===== config.mk =====
export PLATFORM = sky130hd
export DESIGN_NAME = sv_latch_bank_scan
export DESIGN_NICKNAME = d
export VERILOG_FILES = /design/src/rtl/sv_latch_bank_pkg.sv /design/src/rtl/sv_rr_pick.sv /design/src/rtl/sv_latch_bank_scan.sv
export SDC_FILE = /design/constraint.sdc
export NUM_CORES = 1
export LEC_CHECK = 0
export CORE_UTILIZATION = 45
export CTS_BUF_LIST = sky130_fd_sc_hd__clkbuf_8
export DETAILED_ROUTE_END_ITERATION = 12
export HOLD_SLACK_MARGIN = 0.08
export PLACE_DENSITY = 0.79
export SLEW_MARGIN = 10
export SYNTH_ARGS = -nofsm -noshare
export SYNTH_HDL_FRONTEND = slang
export SYNTH_SLANG_ARGS = --single-unit

===== constraint.sdc =====
create_clock -name clk -period 2.7 [get_ports clk]
set_input_delay 0.54 -clock clk [delete_from_list [all_inputs] [get_ports clk]]
set_output_delay 0.54 -clock clk [all_outputs]
set_load 0.05 [all_outputs]

===== src/rtl/sv_latch_bank_pkg.sv =====
// Shared types for the multi-channel latch bank and its readout scanner.
package sv_latch_bank_pkg;

  // Global capture behaviour; the reserved code behaves like FREEZE.
  typedef enum logic [1:0] {
    MODE_FOLLOW = 2'b00,
    MODE_SAMPLE = 2'b01,
    MODE_FREEZE = 2'b10,
    MODE_RSVD   = 2'b11
  } latch_mode_e;

  // Readout scanner: either looking for work or holding a word for the consumer.
  typedef enum logic [0:0] {
    SCAN_IDLE    = 1'b0,
    SCAN_PRESENT = 1'b1
  } scan_state_e;

endpackage


===== src/rtl/sv_rr_pick.sv =====
// Combinational round-robin picker: first set request at or after ptr, wrapping.
module sv_rr_pick #(
  parameter  int CHANNELS = 4,
  localparam int CH_W     = $clog2(CHANNELS)
) (
  input  logic [CHANNELS-1:0] req,
  input  logic [CH_W-1:0]     ptr,
  output logic                any,
  output logic [CH_W-1:0]     idx
);

  // Walk the channels starting at ptr and keep the first requester found.
  always_comb begin
    int c;
    logic [CH_W-1:0] cand;
    any  = 1'b0;
    idx  = '0;
    c    = 0;
    cand = '0;
    for (int i = 0; i < CHANNELS; i++) begin
      c = int'(ptr) + i;
      if (c >= CHANNELS) c = c - CHANNELS;
      cand = CH_W'(c);
      if (!any && req[cand]) begin
        any = 1'b1;
        idx = cand;
      end
    end
  end

endmodule


===== src/rtl/sv_latch_bank_scan.sv =====
// Multi-channel flop-based holding bank with sticky capture/overrun flags and
// a round-robin valid/ready readout of newly captured channel values.
module sv_latch_bank_scan
  import sv_latch_bank_pkg::*;
#(
  parameter  int WIDTH    = 8,
  parameter  int CHANNELS = 4,
  localparam int CH_W     = $clog2(CHANNELS)
) (
  input  logic                      clk,
  input  logic                      reset,
  input  logic                      clear,
  input  logic [1:0]                mode,
  input  logic [CHANNELS-1:0]       enable,
  input  logic [CHANNELS*WIDTH-1:0] data_in,
  output logic [CHANNELS*WIDTH-1:0] data_out,
  output logic [CHANNELS-1:0]       captured,
  output logic [CHANNELS-1:0]       overrun,
  output logic                      rd_valid,
  input  logic                      rd_ready,
  output logic [CH_W-1:0]           rd_chan,
  output logic [WIDTH-1:0]          rd_data
);

  scan_state_e         state;
  logic [CH_W-1:0]     ptr;
  logic [CHANNELS-1:0] enable_d;
  logic [CHANNELS-1:0] cap_ev;
  logic [CHANNELS-1:0] hs_mask;
  logic                hs;
  logic                pick_any;
  logic [CH_W-1:0]     pick_idx;
  logic [CH_W-1:0]     ptr_next;

  assign hs       = (state == SCAN_PRESENT) && rd_ready;
  assign ptr_next = (rd_chan == CH_W'(CHANNELS - 1)) ? '0 : rd_chan + 1'b1;

  // Per-channel capture events for the current mode.
  always_comb begin
    cap_ev = '0;
    case (latch_mode_e'(mode))
      MODE_FOLLOW: cap_ev = enable;
      MODE_SAMPLE: cap_ev = enable & ~enable_d;
      default:     cap_ev = '0;
    endcase
  end

  // One-hot of the channel whose word is being accepted this cycle.
  always_comb begin
    hs_mask = '0;
    if (hs) hs_mask[rd_chan] = 1'b1;
  end

  sv_rr_pick #(.CHANNELS(CHANNELS)) u_pick (
    .req (captured),
    .ptr (ptr),
    .any (pick_any),
    .idx (pick_idx)
  );

  // Enable history for edge detection; it keeps tracking through clear and
  // FREEZE so a later switch to SAMPLE only reacts to genuine rising edges.
  always_ff @(posedge clk or posedge reset) begin
    if (reset) enable_d <= '0;
    else       enable_d <= enable;
  end

  // Holding registers: load the channel's input on its capture event.
  always_ff @(posedge clk or posedge reset) begin
    if (reset) begin
      data_out <= '0;
    end else if (clear) begin
      data_out <= '0;
    end else begin
      for (int c = 0; c < CHANNELS; c++) begin
        if (cap_ev[c]) data_out[c*WIDTH +: WIDTH] <= data_in[c*WIDTH +: WIDTH];
      end
    end
  end

  // Sticky flags; a capture colliding with the accept of the same channel
  // keeps the channel pending and is not an overrun.
  always_ff @(posedge clk or posedge reset) begin
    if (reset) begin
      captured <= '0;
      overrun  <= '0;
    end else if (clear) begin
      captured <= '0;
      overrun  <= '0;
    end else begin
      captured <= (captured & ~hs_mask) | cap_ev;
      overrun  <= overrun | (cap_ev & captured & ~hs_mask);
    end
  end

  // Readout scanner: snapshot a pending channel, hold it until accepted.
  always_ff @(posedge clk or posedge reset) begin
    if (reset) begin
      state    <= SCAN_IDLE;
      rd_valid <= 1'b0;
      rd_chan  <= '0;
      rd_data  <= '0;
      ptr      <= '0;
    end else if (clear) begin
      state    <= SCAN_IDLE;
      rd_valid <= 1'b0;
      rd_chan  <= '0;
      rd_data  <= '0;
      ptr      <= '0;
    end else begin
      case (state)
        SCAN_IDLE: begin
          if (pick_any) begin
            state    <= SCAN_PRESENT;
            rd_valid <= 1'b1;
            rd_chan  <= pick_idx;
            rd_data  <= data_out[int'(pick_idx)*WIDTH +: WIDTH];
          end
        end
        SCAN_PRESENT: begin
          if (rd_ready) begin
            state    <= SCAN_IDLE;
            rd_valid <= 1'b0;
            ptr      <= ptr_next;
          end
        end
      endcase
    end
  end

endmodule


==> results.cfg, run 1 <==
[status]
run_status = completed

[route]
wl_mm = 6.66
drtIter0Drc = 90
dr.pass1.iters = 4
final_antenna_net_count = 0
dr.max_layer_used = met4
wl_per_cell_um = 15.7
wl_met3_um = 465
vias = 2199
wl_met1_mm = 2.93
drc = 0
wl_met2_mm = 3.20
vias_per_cell = 5.20

[sta]
tns_ns = 0
setup_viol = 0
maxSlewViolCount = 0
finalHoldViolations = 0
period_share_pct = 85.9
fmax_mhz = 431
grt_setup_unrepaired = no
period_needed_ns = 2.32
fin_skew_ns = 0.00674
tightest_slew_ns = 0.533
slew_headroom_pct = 64.3

[grt]
grt_max_degree = 47
grt_pass1_wl_mm = 10.8
track_usage_pct = 23.3
grt_pass1_vias = 2127
grt-ovfl-total = 0
antenna_found_initial = 0

[clocking]
postCtsHoldBufs = 0
cts_setup_buffers = 0
cts_resized = 0
clock-sinks = 58
clkTransAtPathRegs_ns = 0.06
h-tree-depth = 3
cts_tree = built
clk_path_buf_depth = 2
cts_made_buffers = 9
clk_latency_ns = 0.33
root_buffer = clkbuf_8

[synth]
syn-cell-area_um2 = 2710
synth_mux_area_share_pct = 16.6
synthAdderAreaFrac_pct = 1.85
synthCells = 251
synth_edf_count = 0
syn-num-nets = 297
yosys_warnings = 0
async_flop_share_pct = 100
yosys.area_share.simple_pct = 12.3
synth-seq-cells = 58
synth_top_family_by_area = multiplexers
synthXorXnorAreaFrac_pct = 0
synth-seq-area-share_pct = 53.6
synth_flop_cell = dfrtp_1
synth_compound_area_share_pct = 10.7
syn_avg_cell_area_um2 = 10.8
synth_cell_type_count = 35

[hold_path]
whs_path_depth = 2
hold_path.class = reg -> reg
hp-start = overrun[0]$_DFF_PP0_
whs_endpoint = overrun[0]$_DFF_PP0_

[power]
finalPower_w = 0.00209
ir_drop_v = 0.000342
power.density_nw_per_um2 = 542
p_leak_nw = 1.64

[worst_setup_path]
reg2reg_slack_ns = 0.69
critPathArrivalTime_ns = 1.78
end_kind = output port
critPathTopFamily = buffers and inverters
worst_r2r_path_depth = 5
cp_data_required_time_ns = 2.16
path_buf_inv = 1
crit_path_start_kind = flop
crit_chain = clkdlybuf4s50_1
crit_fanout = 9
r2r-end = rd_data[4]$_DFFE_PP0P_
worstSetupPathType = reg -> out
critical_path.max_stage_delay_ns = 0.87
slowest_stage = clkdlybuf4s50_1
r2r-start = ptr[1]$_DFFE_PP0P_

[floorplanning]
ioPinCount = 93
start_util_pct = 48.0
rows = 27
core_area_um2 = 5640
fp.dieW_um = 79.6
die_h_um = 79.6
dieArea_um2 = 6330

[layout]
area_growth_pct = 42.6
drive_gt1_share_pct = 9.12
mostFrequentLayoutCells = 92 x clkdlybuf4s50_1, 58 x dfrtp_1, 45 x mux2i_1
num_antenna_cells = 0
fin_util_pct = 68.4
fin_cells = 423
final_common_cell = clkdlybuf4s50_1
stdcell_area_um2 = 3860
final_nets = 392

[place]
place_congestion = 0.773
postPlaceCellArea_um2 = 3700
dp.cells = 407
portBuffers = 92
hpwlAfterDp_mm = 4.92

[job]
maxCapViolCount = 0
[logic make-up after synthesis]
family | count (synthesis)
compound gates | 41
mux | 45
simple gates | 78
flops | 58
buf+inv | 25
fa+ha+maj | 4
[routing by layer]
metal / up-vias / GRT usage [%]
met5: - / 0
met4: 0 / 7.09
met3: 9 / 8.46
met2: 75 / 35.8
met1: 1058 / 30.5
li1: 1057 / -
[synth_stat cells, types with 2 or more instances]
cell type  instances  area, um2
buf_1              2       7.51
nand3_1            4       20.0
nor2_1            43        161
buf_2              5       25.0
a211o_1            4       35.0
ha_1               4       50.1
mux2i_1           45        450
inv_1             10       37.5
o211ai_1           4       30.0
a31oi_1            4       25.0
o221ai_1           4       35.0
nand2_1           22       82.6
clkbuf_1           5       18.8
dfrtp_1           58       1450
a211oi_1           5       37.5
buf_6              2       22.5
o21ai_0            4       20.0
a21oi_1            9       45.0
[worst max-delay path by stage]
stage                                   to  cells after the start                  start  slack, ns
floorplan            captured[0]$_DFF_PP0_                      1                  reset       0.73
global placement    rd_data[6]$_DFFE_PP0P_                      4                  clear       0.62
detailed placement  rd_data[2]$_DFFE_PP0P_                      4                  clear       0.55
CTS                            captured[3]                      1  captured[3]$_DFF_PP0_       0.37
global route                   captured[3]                      1  captured[3]$_DFF_PP0_       0.31
finish                         captured[3]                      1  captured[3]$_DFF_PP0_       0.38
[state kept, by name (all words and copies together) (netlist names)]
register / cells
rd_valid: 1
data_out: 32
rd_chan: 2
enable_d: 4
state: 1
ptr: 2
captured: 4
rd_data: 8
overrun: 4
[layout make-up]
class | instances | area [um2]
repair buffers | 99 | 973
clock buffers | 10 | 138
inverters | 10 | 37.5
fillers | 429 | 1780
clock inverters | 6 | 26.3
flip-flops and latches | 58 | 1450
well taps | 72 | 90.1
multi-input cells | 168 | 1140
[power breakdown]
group	internal [W]	total, W	leakage, nW	switching, W
clock network	0.000342	0.000662	0.0996	0.000320
logic	0.000188	0.000471	0.762	0.000283
registers	0.000912	0.000960	0.783	0.0000474
total	0.00144	0.00209	1.64	0.000650
[per-stage QoR]
step	setup slack, ns	hold WS [ns]
floorplan	0.732	0.537
global placement	0.616	0.467
detailed placement	0.545	0.481
CTS	0.374	0.499
global route	0.313	0.529
finish	0.382	0.494
[tightest hold or removal path: cells and delay by family (launching register included)]
kind / cells / cell delay [ns]
DFF: 1 / 0.34
and+or+nand+nor: 1 / 0.07
AOI/OAI and AO/OA: 1 / 0.04
(Power assumes the default switching activity.)
==> run 2, diff against run 1 <==
--- a/config.mk
+++ b/config.mk
@@ -6,7 +6,7 @@
 export NUM_CORES = 1
 export LEC_CHECK = 0
 export CORE_UTILIZATION = 45
-export CTS_BUF_LIST = sky130_fd_sc_hd__clkbuf_8
+export CTS_BUF_LIST = sky130_fd_sc_hd__clkbuf_2
 export DETAILED_ROUTE_END_ITERATION = 12
 export HOLD_SLACK_MARGIN = 0.08
 export PLACE_DENSITY = 0.79
==> constraint.sdc (replaced) <==
create_clock -name clk -period 2.7 [get_ports clk]
set_input_delay 0.405 -clock clk [delete_from_list [all_inputs] [get_ports clk]]
set_output_delay 0.405 -clock clk [all_outputs]
set_load 0.05 [all_outputs]
==> run 2 against run 1 <==
Net effect:
- combinational power about the same
- worst setup slack got worse by 0.065 ns
- non-clock buffer count is 1 lower
- die area unchanged
- clock skew is 0.0027 ns higher
- highest routed layer unchanged
==> results.cfg, run 2 (synthesis results as in run 1) <==
[status]
run_status = completed

[place]
hpwlAfterDp_mm = 4.79
portBuffers = 92
place_congestion = 0.791

[layout]
drive_gt1_share_pct = 8.88
largest_register_ffs = 32
final_common_cell = clkdlybuf4s50_1
mostFrequentLayoutCells = 92 x clkdlybuf4s50_1, 58 x dfrtp_1, 45 x mux2i_1
final_nets = 391
regArea_um2 = 1450
multi_input_area_um2 = 1140
top_register = data_out
area_growth_pct = 39.4
top_regs = data_out (32), rd_data (8)
fillCellCount = 450
num_antenna_cells = 0
fin_util_pct = 66.9

[worst_setup_path]
crit_path_start = captured[3]$_DFF_PP0_
r2r-start = ptr[1]$_DFFE_PP0P_
critPathArrivalTime_ns = 1.98
cp_data_required_time_ns = 2.30
critPathTopFamily = buffers and inverters
reg2reg_slack_ns = 0.76
worstSetupPathType = reg -> out
crit_chain = clkdlybuf4s50_1
crit_path_start_kind = flop
critical_path.max_stage_delay_ns = 0.88
slowest_stage = clkdlybuf4s50_1
end_kind = output port
path_buf_inv = 1
crit_fanout = 9

[sta]
tightest_slew_ns = 0.555
maxSlewViolCount = 0
setup_viol = 0
tns_ns = 0
period_share_pct = 88.3
grt_setup_unrepaired = no
fmax_mhz = 420
fin_skew_ns = 0.00942
slew_headroom_pct = 62.9
period_needed_ns = 2.38
finalHoldViolations = 0

[grt]
track_usage_pct = 22.8
grt-ovfl-total = 0
grt_pass1_vias = 2205
antenna_found_initial = 0
grt_pass1_wl_mm = 10.8
grt_max_degree = 47

[clocking]
cts_made_buffers = 9
clk_path_buf_depth = 2
h-tree-depth = 3
cts_tree = built
clock-sinks = 58
cts_resized = 0
clkTransAtPathRegs_ns = 0.16
cts_setup_buffers = 0
root_buffer = clkbuf_2
postCtsHoldBufs = 0
clk_latency_ns = 0.48

[floorplanning]
dieArea_um2 = 6330
fp.dieW_um = 79.6
start_util_pct = 48.0
core_area_um2 = 5640
die_h_um = 79.6
rows = 27
ioPinCount = 93

[hold_path]
hold_path.class = in -> async

[route]
vias = 2193
drtIter0Drc = 92
dr.pass1.iters = 5
wl_mm = 6.47
drc = 0
wl_per_cell_um = 15.4
vias_per_cell = 5.21
final_antenna_net_count = 0

[power]
power.density_nw_per_um2 = 489
ir_drop_v = 0.000284
p_leak_nw = 1.60

[job]
maxCapViolCount = 0
run 2: cell types whose count changed in the layout (fill, tap and decap cells not counted), sizes merged:
cell    before  now
inv         13   10
clkinv       3    5
buf          7    6
run 2: area by class of cell:
| cell class | count | area share (%) |
|---|---|---|
| Clock buffer | 10 | 1.33 |
| Clock inverter | 5 | 0.597 |
| Inverter | 10 | 0.995 |
| Multi-Input combinational cell | 168 | 30.3 |
| Sequential cell | 58 | 38.5 |
| Tap cell | 72 | 2.39 |
| Timing Repair Buffer | 98 | 25.9 |
run 2: power by group:
group | total [W] | leakage (nW) | switching (W) | internal, W
clock network | 0.000419 | 0.0564 | 0.000309 | 0.000110
logic | 0.000468 | 0.762 | 0.000279 | 0.000189
registers | 0.000958 | 0.783 | 0.0000471 | 0.000911
run 2: metal layers:
layer  vias up  wire length, um  global-route usage (%)
met1      1055             2870                    29.0
met4         0               96                    10.4
met3        11              393                    6.29
li1       1057                -                       -
met2        70             3110                    35.9
met5         -                0                       0
run 2: through the flow:
step	hold WS (ns)	instance area [um2]	worst slack (ns)	instances	total power [W]
floorplan	0.436	2710	0.836	251	0.00127
global placement	0.466	3700	0.747	406	0.00144
detailed placement	0.476	3700	0.683	406	0.00145
CTS	0.256	3770	0.289	421	0.00186
global route	0.258	3770	0.230	421	0.00194
finish	0.267	3770	0.317	421	0.00185
run 2: path summary, 6_finish.rpt:
kind                                       endpoint  cells past startpoint
setup / recovery                        captured[3]                      1
hold / removal             data_out[12]$_DFFE_PP0P_                      2
setup reg to reg             rd_data[2]$_DFFE_PP0P_                      5
hold reg to reg                rd_valid$_DFFE_PP0P_                      2
max in group asynchronous     enable_d[1]$_DFF_PP0_                      3
min in group clk              enable_d[3]$_DFF_PP0_                      1
